<file path="src/rtl/pipe_imem_loader.sv">
`timescale 1ns/1ps
// pipe_imem_loader
//   Program loader for the pipelined CPU's instruction memory. Accepts a byte
//   stream (count lo, count hi, 4N little-endian payload bytes, XOR checksum)
//   over a valid/ready handshake. It writes each assembled 32-bit word to
//   consecutive word addresses. The CPU is held in reset until the whole image
//   is written and the checksum matches.
//
// Ports
//   clock, resetn      system clock (rising edge), async active-low reset
//   ld_start           one-cycle pulse that begins a load (ignored while busy)
//   in_valid, in_data  byte source; a transfer occurs on in_valid && in_ready
//   in_ready           loader accepts a byte this cycle
//   im_we/addr/wdata   instruction-memory write port, one pulse per word
//   cpu_resetn         active-low reset to the CPU
//   ld_busy            load in progress
//   ld_done, ld_err    sticky outcome of the last load
module pipe_imem_loader #(
    parameter int ADDR_WIDTH = 6
) (
    input  logic                  clock,
    input  logic                  resetn,
    input  logic                  ld_start,
    input  logic                  in_valid,
    input  logic [7:0]            in_data,
    output logic                  in_ready,
    output logic                  im_we,
    output logic [ADDR_WIDTH-1:0] im_addr,
    output logic [31:0]           im_wdata,
    output logic                  cpu_resetn,
    output logic                  ld_busy,
    output logic                  ld_done,
    output logic                  ld_err
);

    typedef enum logic [2:0] {
        IDLE,
        HDR0,
        HDR1,
        DATA,
        WRITE,
        CKSUM,
        DONE,
        ERR
    } state_t;

    localparam int unsigned DEPTH = 1 << ADDR_WIDTH;
    localparam logic [ADDR_WIDTH:0] WORD_ONE = {{ADDR_WIDTH{1'b0}}, 1'b1};

    state_t                state;
    logic [7:0]            cnt_lo;
    logic [ADDR_WIDTH:0]   n_words;   // one bit wider than the address so N == DEPTH fits
    logic [ADDR_WIDTH:0]   widx;
    logic [1:0]            bidx;
    logic [23:0]           asm_word;  // lanes 0..2; lane 3 goes straight to im_wdata
    logic [7:0]            ck;

    logic                  xfer;
    logic [15:0]           hdr_count;
    logic [ADDR_WIDTH:0]   widx_next;
    logic                  count_too_big;
    logic                  count_zero;

    always_comb begin
        xfer          = in_valid && in_ready;
        hdr_count     = {in_data, cnt_lo};
        widx_next     = widx + WORD_ONE;
        count_too_big = {16'd0, hdr_count} > DEPTH;
        count_zero    = (hdr_count == '0);
    end

    always_ff @(posedge clock or negedge resetn) begin
        if (!resetn) begin
            state      <= IDLE;
            in_ready   <= 1'b0;
            im_we      <= 1'b0;
            im_addr    <= '0;
            im_wdata   <= '0;
            cpu_resetn <= 1'b0;
            ld_busy    <= 1'b0;
            ld_done    <= 1'b0;
            ld_err     <= 1'b0;
            cnt_lo     <= '0;
            n_words    <= '0;
            widx       <= '0;
            bidx       <= '0;
            asm_word   <= '0;
            ck         <= '0;
        end else begin
            im_we <= 1'b0;
            unique case (state)
                IDLE, DONE, ERR: begin
                    if (ld_start) begin
                        state      <= HDR0;
                        in_ready   <= 1'b1;
                        ld_busy    <= 1'b1;
                        cpu_resetn <= 1'b0;
                        ld_done    <= 1'b0;
                        ld_err     <= 1'b0;
                        widx       <= '0;
                        bidx       <= '0;
                        ck         <= '0;
                    end else if (state == IDLE) begin
                        cpu_resetn <= 1'b1;
                    end
                end
                HDR0: begin
                    if (xfer) begin
                        cnt_lo <= in_data;
                        state  <= HDR1;
                    end
                end
                HDR1: begin
                    if (xfer) begin
                        n_words <= hdr_count[ADDR_WIDTH:0];
                        if (count_too_big) begin
                            state    <= ERR;
                            in_ready <= 1'b0;
                            ld_busy  <= 1'b0;
                            ld_err   <= 1'b1;
                        end else if (count_zero) begin
                            state <= CKSUM;
                        end else begin
                            state <= DATA;
                        end
                    end
                end
                DATA: begin
                    if (xfer) begin
                        ck <= ck ^ in_data;
                        unique case (bidx)
                            2'd0: asm_word[7:0]   <= in_data;
                            2'd1: asm_word[15:8]  <= in_data;
                            2'd2: asm_word[23:16] <= in_data;
                            default: ;
                        endcase
                        if (bidx == 2'd3) begin
                            // Write port is loaded on the edge entering WRITE so
                            // the registered strobe lines up with that state.
                            state    <= WRITE;
                            in_ready <= 1'b0;
                            im_we    <= 1'b1;
                            im_addr  <= widx[ADDR_WIDTH-1:0];
                            im_wdata <= {in_data, asm_word};
                        end else begin
                            bidx <= bidx + 2'd1;
                        end
                    end
                end
                WRITE: begin
                    widx     <= widx_next;
                    bidx     <= '0;
                    in_ready <= 1'b1;
                    state    <= (widx_next == n_words) ? CKSUM : DATA;
                end
                CKSUM: begin
                    if (xfer) begin
                        in_ready <= 1'b0;
                        ld_busy  <= 1'b0;
                        if (in_data == ck) begin
                            state      <= DONE;
                            ld_done    <= 1'b1;
                            cpu_resetn <= 1'b1;
                        end else begin
                            state  <= ERR;
                            ld_err <= 1'b1;
                        end
                    end
                end
                default: state <= IDLE;
            endcase
        end
    end

endmodule

</file>
<file path="config.mk">
export PLATFORM = sky130hd
export DESIGN_NAME = pipe_imem_loader
export DESIGN_NICKNAME = d
export VERILOG_FILES = /design/src/rtl/pipe_imem_loader.sv
export SDC_FILE = /design/constraint.sdc
export NUM_CORES = 1
export LEC_CHECK = 0
export ABC_AREA = 1
export ABC_CLOCK_PERIOD_IN_PS = 2000
export BUFFER_PORTS_ARGS = -buffer_cell sky130_fd_sc_hd__buf_2
export CORE_MARGIN = 2
export CORE_UTILIZATION = 58
export DETAILED_ROUTE_END_ITERATION = 12
export GPL_TIMING_DRIVEN = 0
export PLACE_DENSITY = 0.8
export SLEW_MARGIN = 20
export SYNTH_ARGS = -nofsm -noshare
export SYNTH_HDL_FRONTEND = slang
export SYNTH_SLANG_ARGS = --single-unit
</file>
<file path="constraint.sdc">
create_clock -name clock -period 2 [get_ports clock]
set_input_delay 0.1 -clock clock [delete_from_list [all_inputs] [get_ports clock]]
set_output_delay 0.1 -clock clock [all_outputs]
set_load 0.01 [all_outputs]
</file>
== Word-level counts from Yosys, hierarchy flattened ==
Cells that the tools add are included.

* Register bits after elaboration: 103
* Output and inout bits: 44

* Add/subtract/negate cells: 2
* $lt $le $gt $ge: 1
* Equality and inequality tests: 23
* Multiplexer cells: 43
* Bitwise gates (word level): 1
* Reductions and logical operators: 26

{| class="wikitable"
|+ Operators by type and width
! kind !! count
|-
| 3-bit two-way mux || 9
|-
| 2-bit != test (second input constant) || 10
|-
| 1-bit two-way mux || 19
|-
| 3-bit case mux with 6 select lines || 1
|-
| 16-bit by 7-bit greater-than comparator with 1-bit output (second input constant) || 1
|-
| 16-bit zero test || 1
|-
| 8-bit two-way mux || 2
|-
| 8-bit case mux with 2 select lines || 1
|-
| 3-bit AND reduction || 5
|-
| 7-bit case mux with 2 select lines || 1
|-
| 3-bit equality test (second input constant) || 4
|-
| 4-bit AND reduction || 3
|-
| 6-bit AND reduction || 2
|-
| 8-bit equality test || 1
|-
| 8-bit XOR || 1
|-
| 7-bit by 1-bit adder with 7-bit output (second input constant) || 1
|-
| 7-bit equality test || 1
|-
| 7-bit two-way mux || 1
|-
| 7-bit AND reduction || 1
|-
| 3-bit by 2-bit equality test with 1-bit output (second input constant) || 2
|-
| 2-bit two-way mux || 3
|-
| 1-bit case mux with 3 select lines || 2
|-
| 2-bit case mux with 3 select lines || 1
|-
| 2-bit AND reduction || 3
|-
| other kinds (15) || 20
|}

== Depth between registers and ports, before layout ==
* Depth after elaboration: 5
* Mapped depth: 14

== Least setup slack after synthesis ==
No wires, ideal clock.

* Kind: reg-to-reg
* Start: reg widx[0]
* End: reg state[1]
* Arrival time: 1.459 ns
* Path slack: 0.425 ns
* Cell stages (with the launch flop): 13
* Cells stage by stage: dfrtp_1 -> ha_1 -> or2_2 -> nand3b_1 -> nand2_1 -> inv_1 -> nand3_1 -> nor2_1 -> nand2_1 -> nand2_1 -> nand2_1 -> nand2_1 -> nand2_1

* Cells in the longest elaborated chain, start to end: 4

{| class="wikitable"
|+ Ends and longest elaborated chain
! what !! line !! text
|-
| start: declaration || 53 || <nowiki>logic [ADDR_WIDTH:0] widx;</nowiki>
|-
| start signal: assignment || 151 || <nowiki>widx <= widx_next;</nowiki>
|-
| 7-bit by 1-bit adder with 7-bit output || 67 || <nowiki>widx_next = widx + WORD_ONE;</nowiki>
|-
| 7-bit equality test || 154 || <nowiki>state <= (widx_next == n_words) ? CKSUM : DATA;</nowiki>
|-
| 3-bit two-way mux || 154 ||
|-
| 3-bit case mux with 6 select lines || 91 || <nowiki>unique case (state)</nowiki>
|-
| end signal: assignment || 154 ||
|-
| end: declaration || 50 || <nowiki>state_t state;</nowiki>
|}

Every way passes these cells.
A chain may end at the register's enable or synchronous reset.

== Worst setup path in the final report ==
* Start: reg state[2]
* End: reg im_wdata[29]

* Cells in the longest elaborated chain, start to end: 2

{| class="wikitable"
|+ Ends and longest elaborated chain
! what !! line !! text
|-
| 3-bit by 2-bit equality test with 1-bit output || 91 ||
|-
| 3-bit AND reduction (no source line) || -- ||
|-
| end signal: assignment || 144 || <nowiki>im_wdata <= {in_data, asm_word};</nowiki>
|-
| end: declaration || 29 || <nowiki>output logic [31:0] im_wdata,</nowiki>
|}

Every way passes these cells.

==> impl_results.md <==
* Met3 usage at around 3%
* Clock latency on the worst-skew pair at approximately 0.36 ns
* Critical path type: reg2reg
* Initial Utilization at 59.3%
* Largest net degree at the start of global routing at 75
* M2 GR Usage at 38.0%
* Multiplexer area fraction after synthesis at 0%
* Post-Syn Nets at 548
* Status: finished clean
* Worst r2r src: state[2]$_DFFE_PN0P_
* Hold Crit Class: in2reg
* P_leak at 2.91 nW
* Setup bufs post-CTS at 0
* DP Wirelength at 6950 µm
* Fin util at between 60 and 70%
* Post-DR vias/cell at roughly 5.4
* Pint at 2.73 mW
* Initial antenna violation count at 0
* R2r endpoint: im_wdata[29]$_DFFE_PN0P_
* Setup tns final at 0 ns
* Yosys warning total at 0
* Startpoint types: flip-flop
* Global route overflow at 0
* Final Critical Period at ~1.9 ns
* Seq/Total Area, Yosys at between 50% and 60%
* Routed len/inst at 14.1 µm
* Cells on worst reg2reg path at 11
* Layout Cells excl Fill at 705
* Port Buffer Count at 55
* Drt first pass iters at 5
* Die area at 8550 µm²
* Relative slew slack at a little over two thirds
* Sw frac at between 20 and 25%
* Number of global-route vias before repair at 3606
* Die width at 92.4 µm
* CP max-delay cell: dfrtp_1
* Setup crit end kind: flip-flop
* Cell area power density at 682 nW/µm²
* Clock tree root driver cell: clkbuf_8
* Ant diodes at 0
* Grt peak-use layer: met2
* Max Freq at 0.539 GHz
* # IOs at 56
* CP Cell Sequence: inv_2 -> nand2_2 -> nor2_4 -> inv_2 -> nor2_4 -> inv_2 -> nor2_8 -> inv_2 -> buf_2 -> nand2_1 -> o21ai_1
* Async SR Flop Fraction at 100%
* Simple-Gate Fraction of Synth Area at 25.4%
* Reg power frac at 58.9%
* Most common cell in the netlist: nand2_1
* Share of the synthesized area in the top cell type at between 50% and 60%
* Seq cells post-synth at between 100 and 150
* CTS tree: done
* GP Congestion at 0.904
* DP Cell Count at slightly below 700
* # setup viols final at 0
* Worst-path clk slew at about 0.090 ns
* Slew at the pin closest to its max-slew limit at 0.439 ns
* Num rows at 32
* Clock Path Buffers at 2
* Skew final at 0.0135 ns
* Starting DRT DRC Count at ~240
* FF-to-FF setup slack at 0.15 ns
* Crit share post-route at 92.7%
* Syn-to-layout area delta at 14.4%
* Clock power share at 38.1%
* Via count at between 3000 and 4000
* Max incr delay on CP at between 0.4 and 0.5 ns
* Cell taking the most area after synthesis: dfrtp_1
* Slew Limit Fails at 0
* Max-Cap Viols at 0
* Layout cell share with drive strength beyond 1 at between 10% and 20%
* Global-route wire length before repair at 16400 µm
* Post-Place Setup Slack at 0.189 ns
* NetSw at 0.810 mW
* Unique masters post-synth at 27
* Worst hold stages at 4
* Main combinational cell family by area after synthesis: simple AND/OR/NAND/NOR gates
* Top_reg_cell synth: dfrtp_1
* Xor and xnor area share after synthesis at 2.12%
* Syn avg cell area at 8.56 µm²
* Final hold vios at 0
* Area contributors post-synth: dfrtp_1 (57%), nand2_1 (16%), o21ai_0 (5.3%)
* Fraction of the mapped netlist area in adder cells at under 10%
* Worst Hold End: ck[4]$_DFFE_PN0P_
* Worst path required time at 2.24 ns
* Die Ht at 92.4 µm
* Post-Syn Instances at 530
* Number of flops mapped to enable cells by yosys at 0
* WL final at 9920 µm
* CP Max Fanout at 10
* Nets@finish at a little over 600
* VDD IR-drop max at 0.479 mV
* Unrepaired setup endpoints after global routing: no
* Logic gate share of total power at 3.0%
* H-tree depth at 3
* Post-DRT Antenna Nets at 0
* Synthesized cell area at 4540 µm²
* Met1 Use GR at between 30% and 40%
* Core ar. at 7650 µm²
* Area fraction in compound gates after synthesis at 8.38%
* Final worst slack at approximately 0.15 ns
* Hold_sp: in_data[4]
* Num CTS Buffers at 9
* Critical Path AT at 2.10 ns
* Most frequent cells after synthesis: nand2_1 (197), dfrtp_1 (103), o21ai_0 (48)
* DRC viols at 0
* GRT Util Overall at 24.3%
* Most frequent CP cell: inv_2
* Clk sink count at a little over 100
[layer usage]
metal,share of wire [%],wire length [µm]
met5,0,0
met4,2.1,205
met3,5.2,512
met2,46,4590
met1,46,4610
[state kept, by name (all words and copies together), names as in the netlist]
name / count
cnt_lo: 8
cpu_resetn: 1
ld_err: 1
in_ready: 1
n_words: 7
state: 3
ck: 8
im_addr: 6
ld_done: 1
bidx: 2
im_wdata: 32
ld_busy: 1
widx: 7
im_we: 1
asm_word: 24
[power groups by stage]
stage | Sequential [mW] | Clock [mW] | Combinational [mW]
3_3_place_gp | 2.13 | 0 | 0.0953
5_1_grt | 2.09 | 1.44 | 0.118
2_1_floorplan | 2.13 | 0 | 0.0217
4_1_cts | 2.09 | 1.36 | 0.108
3_5_place_dp | 2.13 | 0 | 0.106
6_report | 2.09 | 1.35 | 0.106
[placed cells by master (no fill, tap or decap), types with 6 or more instances in the layout]
| cell type | netlist | final |
|---|---|---|
| a21oi_1 | 9 | 9 |
| buf_2 | 6 | 60 |
| clkbuf_8 | 0 | 10 |
| dfrtp_1 | 103 | 103 |
| ha_1 | 6 | 6 |
| inv_1 | 43 | 43 |
| nand2_1 | 197 | 197 |
| nand3_1 | 31 | 31 |
| nand4_1 | 7 | 7 |
| nor2_1 | 22 | 22 |
| o21ai_0 | 48 | 48 |
| o21ai_1 | 14 | 14 |
| xor2_1 | 9 | 9 |
[worst max path at each step]
| stage | from | endpoint | slack, ns | cells past startpoint |
|---|---|---|---|---|
| 2_1_floorplan | widx[0]$_DFFE_PN0P_ | state[1]$_DFFE_PN0P_ | 0.43 | 12 |
| 3_3_place_gp | resetn | widx[2]$_DFFE_PN0P_ | -0.20 | 1 |
| 3_5_place_dp | state[2]$_DFFE_PN0P_ | im_wdata[29]$_DFFE_PN0P_ | 0.19 | 11 |
| 4_1_cts | state[2]$_DFFE_PN0P_ | im_wdata[29]$_DFFE_PN0P_ | 0.16 | 11 |
| 5_1_grt | state[2]$_DFFE_PN0P_ | im_wdata[29]$_DFFE_PN0P_ | 0.02 | 11 |
| 6_report | state[2]$_DFFE_PN0P_ | im_wdata[29]$_DFFE_PN0P_ | 0.15 | 11 |
[kinds of logic (layout without fill, tap and decap cells)]
group,after synthesis,in the layout
adders and majority gates,6,6
xor gates and xnor gates,11,11
buffers and inverters,62,135
DFF,103,103
AOI/OAI and AO/OA,75,75
and+or+nand+nor,273,273
[timing repair]
item,in CTS,in global routing
endpoints found under the hold margin,92,0
gates resized for setup,0,0
hold buffers,1,0
[per-stage QoR]
stage                     cell area [µm²]  hold WS [ns]  total power [mW]
after detailed placement             4970      -0.00129              2.23
after global placement               4940         0.435              2.22
after CTS                            5190        0.0642              3.55
after global routing                 5190        0.0988              3.65
final                                5190        0.0731              3.54
after floorplan                      4540        -0.196              2.15
[worst max-delay path: cells and delay by family, from the launching register on]
kind	cells	cell delay, ns
AO/OA/AOI/OAI	1	0.07
flip-flops	1	0.43
AND/OR/NAND/NOR	5	0.63
buffers and inverters	5	0.60
[final cells by class]
| class | count | area (µm²) |
|---|---|---|
| well taps | 102 | 128 |
| plain buffers | 14 | 75.1 |
| flip-flops and latches | 103 | 2580 |
| fillers | 601 | 2460 |
| clock inverters | 6 | 68.8 |
| clock buffers | 10 | 138 |
| inverters | 48 | 180 |
| repair buffers | 57 | 319 |
| multi-input cells | 365 | 1700 |
Power figures use the tool's default switching activity.
